===== src/rtl/mcp4725_sched_if.sv =====
// Request/engine signal bundle for mcp4725_sched.
// The slave modport is the scheduler; master is the requesters plus IIC engine side.
interface mcp4725_sched_if;
    logic        iDacReq;
    logic [11:0] iDacCode;
    logic        oDacAck;
    logic        iRdReq;
    logic [7:0]  iRdAddr;
    logic        oRdAck;
    logic [7:0]  oRdData;
    logic        oErr;
    logic        oBusy;
    logic [1:0]  oCall;
    logic [7:0]  oAddr;
    logic [7:0]  oData;
    logic        iDone;
    logic [7:0]  iData;
    logic        oEngRstN;

    modport slave (
        input  iDacReq, iDacCode, iRdReq, iRdAddr, iDone, iData,
        output oDacAck, oRdAck, oRdData, oErr, oBusy, oCall, oAddr, oData, oEngRstN
    );

    modport master (
        output iDacReq, iDacCode, iRdReq, iRdAddr, iDone, iData,
        input  oDacAck, oRdAck, oRdData, oErr, oBusy, oCall, oAddr, oData, oEngRstN
    );
endinterface


===== src/rtl/mcp4725_sched.sv =====
// Round-robin DAC-write / EEPROM-read scheduler in front of the shared IIC engine.
// Define MCP4725_SCHED_WDOG_EN to add the RUN timeout watchdog and engine reset pulse.
module mcp4725_sched #(
`ifdef MCP4725_SCHED_WDOG_EN
    parameter logic [19:0] TIMEOUT  = 20'd200000,
`endif
    parameter logic [7:0]  IDLE_GAP = 8'd8
) (
    input logic            CLOCK,
    input logic            RESET,
    mcp4725_sched_if.slave bus
);

    typedef enum logic [2:0] {StIdle, StGrant, StRun, StDone, StErr, StGap} stateT;

    stateT       stateQ, stateD;
    logic        lastDacQ, lastDacD;
    logic        selDacQ, selDacD;
    logic [7:0]  addrQ, addrD;
    logic [7:0]  dataQ, dataD;
    logic [7:0]  rdDataQ, rdDataD;
    logic [7:0]  gapCntQ, gapCntD;
`ifdef MCP4725_SCHED_WDOG_EN
    logic [19:0] wdCntQ, wdCntD;
    logic        errCntQ, errCntD;
`endif

    always_ff @(posedge CLOCK or negedge RESET) begin
        if (!RESET) begin
            stateQ   <= StIdle;
            lastDacQ <= 1'b0;
            selDacQ  <= 1'b0;
            addrQ    <= 8'h00;
            dataQ    <= 8'h00;
            rdDataQ  <= 8'h00;
            gapCntQ  <= 8'h00;
`ifdef MCP4725_SCHED_WDOG_EN
            wdCntQ   <= 20'd0;
            errCntQ  <= 1'b0;
`endif
        end else begin
            stateQ   <= stateD;
            lastDacQ <= lastDacD;
            selDacQ  <= selDacD;
            addrQ    <= addrD;
            dataQ    <= dataD;
            rdDataQ  <= rdDataD;
            gapCntQ  <= gapCntD;
`ifdef MCP4725_SCHED_WDOG_EN
            wdCntQ   <= wdCntD;
            errCntQ  <= errCntD;
`endif
        end
    end

    always_comb begin
        stateD   = stateQ;
        lastDacD = lastDacQ;
        selDacD  = selDacQ;
        addrD    = addrQ;
        dataD    = dataQ;
        rdDataD  = rdDataQ;
        gapCntD  = gapCntQ;
`ifdef MCP4725_SCHED_WDOG_EN
        wdCntD   = wdCntQ;
        errCntD  = errCntQ;
`endif
        unique case (stateQ)
            StIdle: begin
                if (bus.iDacReq || bus.iRdReq) begin
                    stateD  = StGrant;
                    // On a tie the requester not served last wins
                    selDacD = bus.iDacReq && (!bus.iRdReq || !lastDacQ);
                end
            end
            StGrant: begin
                stateD   = StRun;
                lastDacD = selDacQ;
                if (selDacQ) begin
                    addrD = bus.iDacCode[11:4];
                    dataD = {bus.iDacCode[3:0], 4'b0000};
                end else begin
                    addrD = bus.iRdAddr;
                    dataD = 8'h00;
                end
`ifdef MCP4725_SCHED_WDOG_EN
                wdCntD = 20'd0;
`endif
            end
            StRun: begin
                if (bus.iDone) begin
                    stateD = StDone;
                    if (!selDacQ) rdDataD = bus.iData;
`ifdef MCP4725_SCHED_WDOG_EN
                end else if (wdCntQ == TIMEOUT - 20'd1) begin
                    stateD  = StErr;
                    errCntD = 1'b0;
                end else begin
                    wdCntD = wdCntQ + 20'd1;
`endif
                end
            end
            StDone: begin
                stateD  = StGap;
                gapCntD = 8'h00;
            end
`ifdef MCP4725_SCHED_WDOG_EN
            StErr: begin
                if (errCntQ) begin
                    stateD  = StGap;
                    gapCntD = 8'h00;
                end else begin
                    errCntD = 1'b1;
                end
            end
`endif
            StGap: begin
                if (gapCntQ == IDLE_GAP - 8'd1) stateD = StIdle;
                else gapCntD = gapCntQ + 8'd1;
            end
            default: stateD = StIdle;
        endcase
    end

    logic ackNow;
`ifdef MCP4725_SCHED_WDOG_EN
    assign ackNow       = (stateQ == StDone) || (stateQ == StErr && !errCntQ);
    assign bus.oErr     = (stateQ == StErr) && !errCntQ;
    assign bus.oEngRstN = (stateQ != StErr);
`else
    assign ackNow       = (stateQ == StDone);
    assign bus.oErr     = 1'b0;
    assign bus.oEngRstN = 1'b1;
`endif

    // Call is decoded straight from the state so it drops the cycle after done
    assign bus.oCall   = (stateQ == StRun) ? {selDacQ, !selDacQ} : 2'b00;
    assign bus.oDacAck = ackNow && selDacQ;
    assign bus.oRdAck  = ackNow && !selDacQ;
    assign bus.oBusy   = (stateQ != StIdle);
    assign bus.oAddr   = addrQ;
    assign bus.oData   = dataQ;
    assign bus.oRdData = rdDataQ;

endmodule


===== src/flat_wrapper.sv =====
// flat-port wrapper written by rule: the top's interface ports become plain ports
module mcp4725_sched_flat 
#(

    parameter logic [7:0]  IDLE_GAP = 8'd8
)
  (CLOCK, RESET, bus_iDacReq, bus_iDacCode, bus_iRdReq, bus_iRdAddr, bus_iDone, bus_iData, bus_oDacAck, bus_oRdAck, bus_oRdData, bus_oErr, bus_oBusy, bus_oCall, bus_oAddr, bus_oData, bus_oEngRstN);
  mcp4725_sched_if bus_i ();
  input logic CLOCK;
  input logic RESET;
  input wire logic [$bits(bus_i.iDacReq)-1:0] bus_iDacReq;
  input wire logic [$bits(bus_i.iDacCode)-1:0] bus_iDacCode;
  input wire logic [$bits(bus_i.iRdReq)-1:0] bus_iRdReq;
  input wire logic [$bits(bus_i.iRdAddr)-1:0] bus_iRdAddr;
  input wire logic [$bits(bus_i.iDone)-1:0] bus_iDone;
  input wire logic [$bits(bus_i.iData)-1:0] bus_iData;
  output wire logic [$bits(bus_i.oDacAck)-1:0] bus_oDacAck;
  output wire logic [$bits(bus_i.oRdAck)-1:0] bus_oRdAck;
  output wire logic [$bits(bus_i.oRdData)-1:0] bus_oRdData;
  output wire logic [$bits(bus_i.oErr)-1:0] bus_oErr;
  output wire logic [$bits(bus_i.oBusy)-1:0] bus_oBusy;
  output wire logic [$bits(bus_i.oCall)-1:0] bus_oCall;
  output wire logic [$bits(bus_i.oAddr)-1:0] bus_oAddr;
  output wire logic [$bits(bus_i.oData)-1:0] bus_oData;
  output wire logic [$bits(bus_i.oEngRstN)-1:0] bus_oEngRstN;
  assign bus_i.iDacReq = bus_iDacReq;
  assign bus_i.iDacCode = bus_iDacCode;
  assign bus_i.iRdReq = bus_iRdReq;
  assign bus_i.iRdAddr = bus_iRdAddr;
  assign bus_i.iDone = bus_iDone;
  assign bus_i.iData = bus_iData;
  assign bus_oDacAck = bus_i.oDacAck;
  assign bus_oRdAck = bus_i.oRdAck;
  assign bus_oRdData = bus_i.oRdData;
  assign bus_oErr = bus_i.oErr;
  assign bus_oBusy = bus_i.oBusy;
  assign bus_oCall = bus_i.oCall;
  assign bus_oAddr = bus_i.oAddr;
  assign bus_oData = bus_i.oData;
  assign bus_oEngRstN = bus_i.oEngRstN;
  mcp4725_sched #(.IDLE_GAP(IDLE_GAP)) u_core (.CLOCK(CLOCK), .RESET(RESET), .bus(bus_i));
endmodule

===== config.mk =====
export PLATFORM = sky130hd
export DESIGN_NAME = mcp4725_sched_flat
export DESIGN_NICKNAME = d
export VERILOG_FILES = /design/src/rtl/mcp4725_sched_if.sv /design/src/rtl/mcp4725_sched.sv /design/src/flat_wrapper.sv
export SDC_FILE = /design/constraint.sdc
export NUM_CORES = 1
export LEC_CHECK = 0
export CAP_MARGIN = 20
export CORE_MARGIN = 5
export CORE_UTILIZATION = 35
export CTS_BUF_LIST = sky130_fd_sc_hd__clkbuf_4
export CTS_CLUSTER_SIZE = 40
export DETAILED_ROUTE_END_ITERATION = 8
export MAX_ROUTING_LAYER = met4
export PLACE_DENSITY = 0.66
export SKIP_CTS_REPAIR_TIMING = 1
export SLEW_MARGIN = 40
export SYNTH_ARGS = -nofsm -noshare
export SYNTH_HDL_FRONTEND = slang
export SYNTH_SLANG_ARGS = --single-unit

===== constraint.sdc =====
create_clock -name CLOCK -period 2.28 [get_ports CLOCK]
set_input_delay 0.57 -clock CLOCK [delete_from_list [all_inputs] [get_ports CLOCK]]
set_output_delay 0.57 -clock CLOCK [all_outputs]
set_load 0.01 [all_outputs]

==> qor.yml, run 1 <==
status:
  status: "finished clean"
place:
  place_congestion: 0.825
  portBuffers: 57
  dp_hpwl_mm: 2.96
  numPlacedInstances: 252
  post-place-ws_ns: 0.144
global_route:
  grtUsageTotal_pct: 14.5
  grt_pass1_vias: 1451
  antenna_found_initial: 0
  grt_max_degree: 34
  grt_overflow: 0
  grt_pass1_wl_mm: 6.82
final_layout:
  finalNetCount: 246
  multi_input_area_um2: 673
  final_cell_mix: "clkdlybuf4s50_1, dfrtp_1, o21ai_0"
  layout.cells.non_filler: 264
  n_antenna_cell: 0
  regArea_um2: 830
  final_common_cell: "clkdlybuf4s50_1"
  fillers: 385
  syn2layout_area_growth_pct: 44.8
  final_util_pct: 52.4
  drive_above_1_share_pct: 15.6
synth:
  synth-adder-area-share_pct: 0.789
  synthSimpleGateAreaFrac_pct: 13.4
  ys_async_sr_fraction_pct: 100
  synth_top_family_by_area: "simple AND/OR/NAND/NOR gates"
  yosys.area_share.xor_xnor_pct: 0.552
  synth_top_area_share_pct: 52.1
  synth_ff_type: "dfrtp_1"
  synthMuxAreaShare_pct: 12.1
  syn_area_mm2: 0.00159
  synth_cells: 149
  yosys_warnings: 0
  ys_types: 35
  syn_area_per_cell_um2: 10.6
  synth_edf_count: 0
  synth_area_leader_cell: "dfrtp_1"
  synth-seq-cells: 33
  ys_seq_area_share_pct: 52.1
  ys_top_cells_by_area: "dfrtp_1, mux2_2, mux2i_1"
  synth_compound_area_share_pct: 13.2
min_path:
  hold_class: "register to register"
  hp-start: "u_core.bus.oRdData[3]"
  worstHoldPathCells: 1
cts:
  cts_tree: "yes"
  numClockSinks: 33
  clkTransAtPathRegs_ns: 0.11
  htreeDepth: 2
  clkLatencyLatePin_ns: 0.34
  clockBufferDepth: 2
  cts_buffers: 5
  cts-root-buf: "clkbuf_4"
power:
  p_leak_uw: 0.00106
  ir_worst_vdd_mv: 0.471
  pwr_density_cell_mw_per_mm2: 1130
floorplanning:
  num_rows: 24
  coreArea_mm2: 0.00438
  initial_core_util_pct: 36.2
  die_x_um: 77.3
  die-area_mm2: 0.00598
  io_pins: 64
  die_h_um: 77.3
setup_path:
  rrSetupSlack_ns: 0.46
  cp-end-kind: "output port"
  path_class: "register to output port"
  worstPathRequired_ns: 1.71
  crit_path_start_kind: "register"
  path_max_fanout: 6
  startpoint: "u_core.stateQ[2]"
  cpMaxStageDelayCell: "dfrtp_2"
  reg2reg_depth: 4
  crit_cells: 3
  cp.arrival_ns: 1.44
  r2r_start: "u_core.gapCntQ[4]"
  path_buf_inv: 2
  critical_path.endpoint: "bus_oCall[1]"
  rr_endpoint: "u_core.gapCntQ[3]"
  cp_top_family: "flip-flops"
  max_stage_delay_ns: 0.47
  crit_chain: "buf_4 -> nor4b_1 -> dlymetal6s2s_1"
detailed_routing:
  wl_mm: 4.04
  post_drt_via_cell_ratio: 5.03
  drt_iter0_markers: 84
  drt_first_pass_iters: 4
  routed-wl-met3_um: 234
  drc: 0
  routed-via-count: 1328
  ant_nets: 0
  wire_per_inst_um: 15.3
  m1WireLength_mm: 1.64
  wl_met2_mm: 2.10
  top_layer_used: "met4"
sta:
  setup_viol: 0
  fin_hold_ws_ns: 0.514
  fin_setup_tns_ns: 0
  period_share_pct: 88.2
  max_freq_ghz: 0.497
  finalHoldViolCount: 0
  finalCriticalPeriod_ns: 2.01
  slew_violations: 0
  setup_ws_ns: 0.268
  rsz0062_at_grt: "no"
  clock-skew-final_ns: 0.0225
flow_run:
  cap_violations: 0
[area by class of cell]
| type | count | share of cell area (%) |
|---|---|---|
| clock buffer | 6 | 1.96 |
| clock inverter | 1 | 0.163 |
| inverter | 8 | 1.31 |
| multi-input combinational | 98 | 29.3 |
| sequential | 33 | 36.1 |
| tap | 52 | 2.83 |
| timing repair buffer | 66 | 28.3 |
[synthesized netlist by cell type (3+ instances only)]
library cell  count
nand3_1           7
mux2i_1           9
nor2_1           12
mux2_2            9
clkbuf_1          3
nand2_1           5
a21oi_1           9
buf_4             6
buf_2             4
dfrtp_1          33
o21ai_0          15
inv_1             8
[how the worst min path moves through the flow]
stage,endpoint
6_report,u_core.bus.oRdData[3]
5_1_grt,u_core.bus.oRdData[6]
4_1_cts,u_core.gapCntQ[6]
3_5_place_dp,u_core.bus.oRdData[3]
3_3_place_gp,u_core.gapCntQ[6]
2_1_floorplan,u_core.bus.oAddr[0]
[report_power, final]
part / total (uW) / internal, uW / leakage (uW) / switching, uW
Clock: 313 / 124 / 0.0000292 / 190
Combinational: 1280 / 715 / 0.000624 / 569
Sequential: 992 / 816 / 0.000404 / 176
Total: 2590 / 1660 / 0.00106 / 934
[registers in the layout, indices dropped and copies added, names as in the netlist]
register / count
u_core.selDacQ: 1
u_core.gapCntQ: 8
u_core.bus.oData: 4
u_core.lastDacQ: 1
u_core.bus.oAddr: 8
u_core.bus.oRdData: 8
u_core.stateQ: 3
[metrics by stage]
step	total power [uW]	instance area, um^2
2_1_floorplan	1600	1600
3_3_place_gp	2160	2180
3_5_place_dp	2220	2180
4_1_cts	2540	2230
5_1_grt	2790	2300
6_report	2590	2300
[metal layers]
| metal | up-vias | global-route usage (%) |
|---|---|---|
| met4 | 0 | 5.84 |
| li1 | 635 | - |
| met3 | 7 | 3.98 |
| met5 | - | - |
| met2 | 34 | 23.1 |
| met1 | 652 | 17.4 |
[kinds of logic after synthesis]
group | after synthesis
AOI/OAI and AO/OA | 34
muxes | 18
other | 2
adders and majority gates | 1
DFF | 33
buffers and inverters | 22
xor gates and xnor gates | 1
and+or+nand+nor | 38
Power figures use the tool's default switching activity.
==> run 2, diff against run 1 <==
- CORE_ASPECT_RATIO: unset -> 1.2
==> run 2 against run 1 <==
Net effect: flip-flop and latch count unchanged; count of clock-buffer cells in the layout fell by 1; setup slack lost 0.11 ns; wire length decreased by 9.3%; register-to-register slack worse by 0.03 ns; power up 0.42%; critical path depth is the same; clock power increased by 34%; first-iteration DRC count down 33%; critical path type unchanged; largest cell class unchanged.
==> qor.yml, run 2 (synthesis gave the netlist of run 1 again) <==
final_layout:
  layout.cells.non_filler: 265
  stdcell_area_mm2: 0.00229
  final_common_cell: "clkdlybuf4s50_1"
  final_cell_mix: "clkdlybuf4s50_1, dfrtp_1, o21ai_0"
  finalNetCount: 242
  drive_above_1_share_pct: 14.8
  n_antenna_cell: 0
  syn2layout_area_growth_pct: 44.6
cts:
  numClockSinks: 33
  cts_tree: "yes"
  htreeDepth: 2
  clkLatencyLatePin_ns: 0.33
  cts_buffers: 5
  clkTransAtPathRegs_ns: 0.10
  cts-root-buf: "clkbuf_4"
  clockBufferDepth: 2
setup_path:
  crit_path_start_kind: "register"
  rr_endpoint: "u_core.gapCntQ[3]"
  max_stage_delay_ns: 0.46
  rrSetupSlack_ns: 0.43
  cp-end-kind: "output port"
  cp.arrival_ns: 1.55
  worstPathRequired_ns: 1.71
  reg2reg_depth: 4
  path_max_fanout: 7
  path_class: "register to output port"
  r2r_start: "u_core.gapCntQ[4]"
  cpMaxStageDelayCell: "dfrtp_2"
  crit_chain: "buf_4 -> or3_1 -> dlymetal6s2s_1"
min_path:
  hold-path-endpoint: "u_core.bus.oRdData[0]"
  worstHoldPathCells: 1
  hp-start: "u_core.bus.oRdData[0]"
  hold_class: "register to register"
global_route:
  antenna_found_initial: 0
  grt_pass1_wl_mm: 6.15
  grtUsageTotal_pct: 13.3
  grt_max_degree: 34
  grt_overflow: 0
  grt_pass1_vias: 1343
place:
  portBuffers: 57
  numPlacedInstances: 256
  place_congestion: 0.779
  dpl_cell_area_mm2: 0.00218
  dp_hpwl_mm: 2.80
power:
  pwr_density_cell_mw_per_mm2: 1130
  p_leak_uw: 0.00104
  power_uw: 2600
  ir_worst_vdd_mv: 0.863
  p_switching_uw: 882
  combPwrFrac_pct: 45.8
  p_int_uw: 1720
  clockPowerShare_pct: 16.1
  swShare_pct: 33.9
  pwr-share-seq_pct: 38.1
detailed_routing:
  drt_iter0_markers: 56
  post_drt_via_cell_ratio: 4.72
  wire_per_inst_um: 13.8
  drc: 0
  ant_nets: 0
  drt_first_pass_iters: 4
  routed-via-count: 1251
  wl_mm: 3.67
floorplanning:
  initial_core_util_pct: 36.7
  die_x_um: 71.5
  die-area_mm2: 0.00598
  io_pins: 64
  coreArea_mm2: 0.00433
  die_h_um: 83.8
  num_rows: 26
status:
  status: "finished clean"
sta:
  fin_hold_ws_ns: 0.514
  setup_viol: 0
  rsz0062_at_grt: "no"
  period_share_pct: 92.9
  clock-skew-final_ns: 0.00880
  finalHoldViolCount: 0
  slew_violations: 0
  max_freq_ghz: 0.472
  finalCriticalPeriod_ns: 2.12
flow_run:
  cap_violations: 0
==> run 2: how the worst max path moves through the flow <==
stage	startpoint	endpoint	slack, ns
6_report	u_core.stateQ[2]	bus_oBusy	0.16
5_1_grt	u_core.stateQ[2]	bus_oBusy	0.1
4_1_cts	u_core.stateQ[2]	bus_oCall[0]	-0.15
3_5_place_dp	u_core.stateQ[2]	bus_oCall[0]	0.25
3_3_place_gp	u_core.stateQ[2]	bus_oCall[0]	0.20
2_1_floorplan	u_core.stateQ[2]	u_core.bus.oRdData[0]	0.45
==> run 2: layout make-up <==
type / count / area, um^2
fill: 380 / 2030
clock inverter: 3 / 41.3
timing repair buffer: 62 / 621
multi-input combinational: 98 / 664
tap: 56 / 70.1
clock buffer: 5 / 37.5
inverter: 8 / 30.0
sequential: 33 / 831
==> run 2: metrics by stage <==
step / TNS [ns] / worst slack [ns] / utilization (%)
3_5_place_dp: 0 / 0.255 / 50.5
3_3_place_gp: 0 / 0.204 / 50.5
4_1_cts: -0.308 / -0.147 / 52.3
5_1_grt: 0 / 0.0993 / 53.0
6_report: 0 / 0.163 / 53.0
2_1_floorplan: 0 / 0.454 / -
==> run 2: layer usage <==
metal  GRT usage (%)  share of wire [%]  vias to the layer above
li1                -                  -                      628
met1            14.1                 40                      586
met2            23.2                 55                       32
met3            3.37                4.2                        5
met4            5.30                1.4                        0
met5               -                  0                        -
==> run 2: power groups by stage <==
| stage | logic (uW) | registers [uW] | clock network, uW |
|---|---|---|---|
| 2_1_floorplan | 600 | 998 | 0 |
| 3_3_place_gp | 1180 | 971 | 0 |
| 3_5_place_dp | 1200 | 994 | 0 |
| 4_1_cts | 1210 | 984 | 439 |
| 5_1_grt | 1310 | 1020 | 468 |
| 6_report | 1190 | 991 | 419 |
==> run 2: critical path, delay by kind of cell, from the launching register on <==
| kind | cells | cell delay (ns) |
|---|---|---|
| buffers and inverters | 2 | 0.34 |
| flip-flops | 1 | 0.46 |
| AND/OR/NAND/NOR | 1 | 0.41 |
==> run 3, diff against run 2 <==
- ABC_AREA: unset -> 1
- PLACE_DENSITY: 0.66 -> 0.65
==> run 3 against run 2 <==
Net effect: cell count rose by 22%; combinational power is 10% higher; non-clock buffer count increased by 1; setup slack better by 0.16 ns; synthesized cell count increased by 35%; first-iteration DRC count increased by 14%; clock skew increased by 0.0051 ns; flip-flop and latch count did not move; global-route usage grew 0.12 points; critical path depth increased by 1; critical path type unchanged.
==> qor.yml, run 3 <==
setup_path:
  path_class: "register to output port"
  startpoint: "u_core.stateQ[0]"
  r2r_start: "u_core.gapCntQ[0]"
  cp-end-kind: "output port"
  crit_chain: "nor3_4 -> inv_1 -> nor2_1 -> dlymetal6s2s_1"
  rr_endpoint: "u_core.gapCntQ[2]"
  crit_path_start_kind: "register"
  cpMaxStageDelayCell: "dfrtp_2"
  critical_path.endpoint: "bus_oCall[0]"
  rrSetupSlack_ns: 0.71
  reg2reg_depth: 5
  cp.arrival_ns: 1.39
  worstPathRequired_ns: 1.71
  max_stage_delay_ns: 0.47
  path_max_fanout: 5
detailed_routing:
  wire_per_inst_um: 12.2
  top_layer_used: "met4"
  wl_met2_mm: 2.00
  routed-via-count: 1460
  wl_mm: 3.94
  drc: 0
  post_drt_via_cell_ratio: 4.52
  drt_first_pass_iters: 4
  drt_iter0_markers: 64
  routed-wl-met3_um: 272
  m1WireLength_mm: 1.61
  ant_nets: 0
final_layout:
  final_util_pct: 49.6
  regArea_um2: 830
  final_common_cell: "clkdlybuf4s50_1"
  stdcell_area_mm2: 0.00240
  multi_input_area_um2: 722
  n_antenna_cell: 0
  syn2layout_area_growth_pct: 40.0
  finalNetCount: 296
  final_cell_mix: "clkdlybuf4s50_1, nand2_1, dfrtp_1"
  fillers: 481
  drive_above_1_share_pct: 16.3
synth:
  synthMuxAreaShare_pct: 0
  synth_ff_type: "dfrtp_1"
  yosys.area_share.xor_xnor_pct: 0.511
  synth-seq-cells: 33
  syn_area_mm2: 0.00171
  synth_top_area_share_pct: 48.2
  yosys_warnings: 0
  synth_top_family_by_area: "simple AND/OR/NAND/NOR gates"
  synth.most_common_cell: "nand2_1"
  synth_cells: 201
  synth_area_leader_cell: "dfrtp_1"
  ys_seq_area_share_pct: 48.2
  ys_async_sr_fraction_pct: 100
  ys_top_cells_by_area: "dfrtp_1, nand2_1, nor2_1"
  ys_types: 26
  synth-adder-area-share_pct: 0.730
  synth_edf_count: 0
  yosys-top-cells-count: "nand2_1, dfrtp_1, nor2_1"
  syn_area_per_cell_um2: 8.53
  synth_compound_area_share_pct: 13.4
  synthSimpleGateAreaFrac_pct: 25.8
floorplanning:
  io_pins: 64
  coreArea_mm2: 0.00483
  die_h_um: 86.7
  initial_core_util_pct: 35.5
  die-area_mm2: 0.00640
  num_rows: 28
  die_x_um: 73.9
power:
  pwr_density_cell_mw_per_mm2: 1080
  p_leak_uw: 0.00120
  ir_worst_vdd_mv: 0.382
place:
  post-place-ws_ns: 0.252
  place_congestion: 0.778
  dp_hpwl_mm: 2.88
  dpl_cell_area_mm2: 0.00231
  portBuffers: 57
sta:
  setup_viol: 0
  clock-skew-final_ns: 0.0139
  fin_hold_ws_ns: 0.487
  period_share_pct: 85.8
  fin_setup_tns_ns: 0
  max_freq_ghz: 0.511
  slew_violations: 0
  finalCriticalPeriod_ns: 1.96
  setup_ws_ns: 0.324
  rsz0062_at_grt: "no"
  finalHoldViolCount: 0
global_route:
  antenna_found_initial: 0
  grt_pass1_wl_mm: 6.49
  grt_overflow: 0
  grtUsageTotal_pct: 13.4
  grt_pass1_vias: 1457
  grt_max_degree: 34
status:
  status: "finished clean"
cts:
  clkLatencyLatePin_ns: 0.33
  clkTransAtPathRegs_ns: 0.11
  numClockSinks: 33
  cts-root-buf: "clkbuf_4"
  cts_buffers: 5
  htreeDepth: 2
  cts_tree: "yes"
  clockBufferDepth: 2
min_path:
  hp-start: "u_core.bus.oRdData[5]"
  hold_class: "register to register"
flow_run:
  cap_violations: 0
## run 3: cell count changes after synthesis, moves of 9 or more
cell     previous run  this run
nand2_1             5        44
nor2_1             12        28
inv_1               8        21
o21ai_0            15         4
mux2_2              9         0
mux2i_1             9         0
nand3_1             7        16
o21ai_2             0         9
## run 3: worst min-delay path by stage
stage / end / cells past startpoint / slack, ns
final: u_core.bus.oRdData[5] / 2 / 0.49
after global routing: u_core.bus.oAddr[4] / 2 / 0.52
after CTS: u_core.bus.oRdData[5] / 2 / 0.49
after detailed placement: u_core.bus.oData[7] / 2 / 0.47
after global placement: u_core.bus.oData[4] / 2 / 0.46
after floorplan: u_core.bus.oAddr[0] / 0 / 0.27
## run 3: logic make-up (layout without fill, tap and decap cells)
family,after synthesis,count (layout)
buf+inv,37,95
other cells,2,6
simple gates,99,99
fa+ha+maj,1,1
xor+xnor,1,1
flops,33,33
compound gates,28,28
## run 3: metal layers
metal  track usage [%]  up-vias
met5                 -        -
li1                  -      749
met2              23.3       36
met3              3.36        6
met1              14.5      669
met4              4.94        0
## run 3: area by class of cell
type                    count  share of cell area (%)
clock inverters             2                   0.417
clock buffers               6                    1.88
repair buffers             63                    26.2
flip-flops and latches     33                    34.6
well taps                  60                    3.13
inverters                  24                    3.75
multi-input cells         135                    30.1
## run 3: worst max-delay path, delay by kind of cell (launching register included)
kind	cells	cell delay (ns)
buf+inv	2	0.27
flops	1	0.47
simple gates	2	0.32
## run 3: report_power, final
group	internal, uW	leakage [uW]	switching (uW)
Sequential	807	0.000420	146
Clock	129	0.0000354	194
Combinational	641	0.000748	667
## run 3: per-stage QoR
| step | power, uW | instances |
|---|---|---|
| 2_1_floorplan | 1710 | 205 |
| 3_3_place_gp | 2260 | 314 |
| 3_5_place_dp | 2280 | 314 |
| 4_1_cts | 2620 | 322 |
| 5_1_grt | 2820 | 323 |
| 6_report | 2580 | 323 |
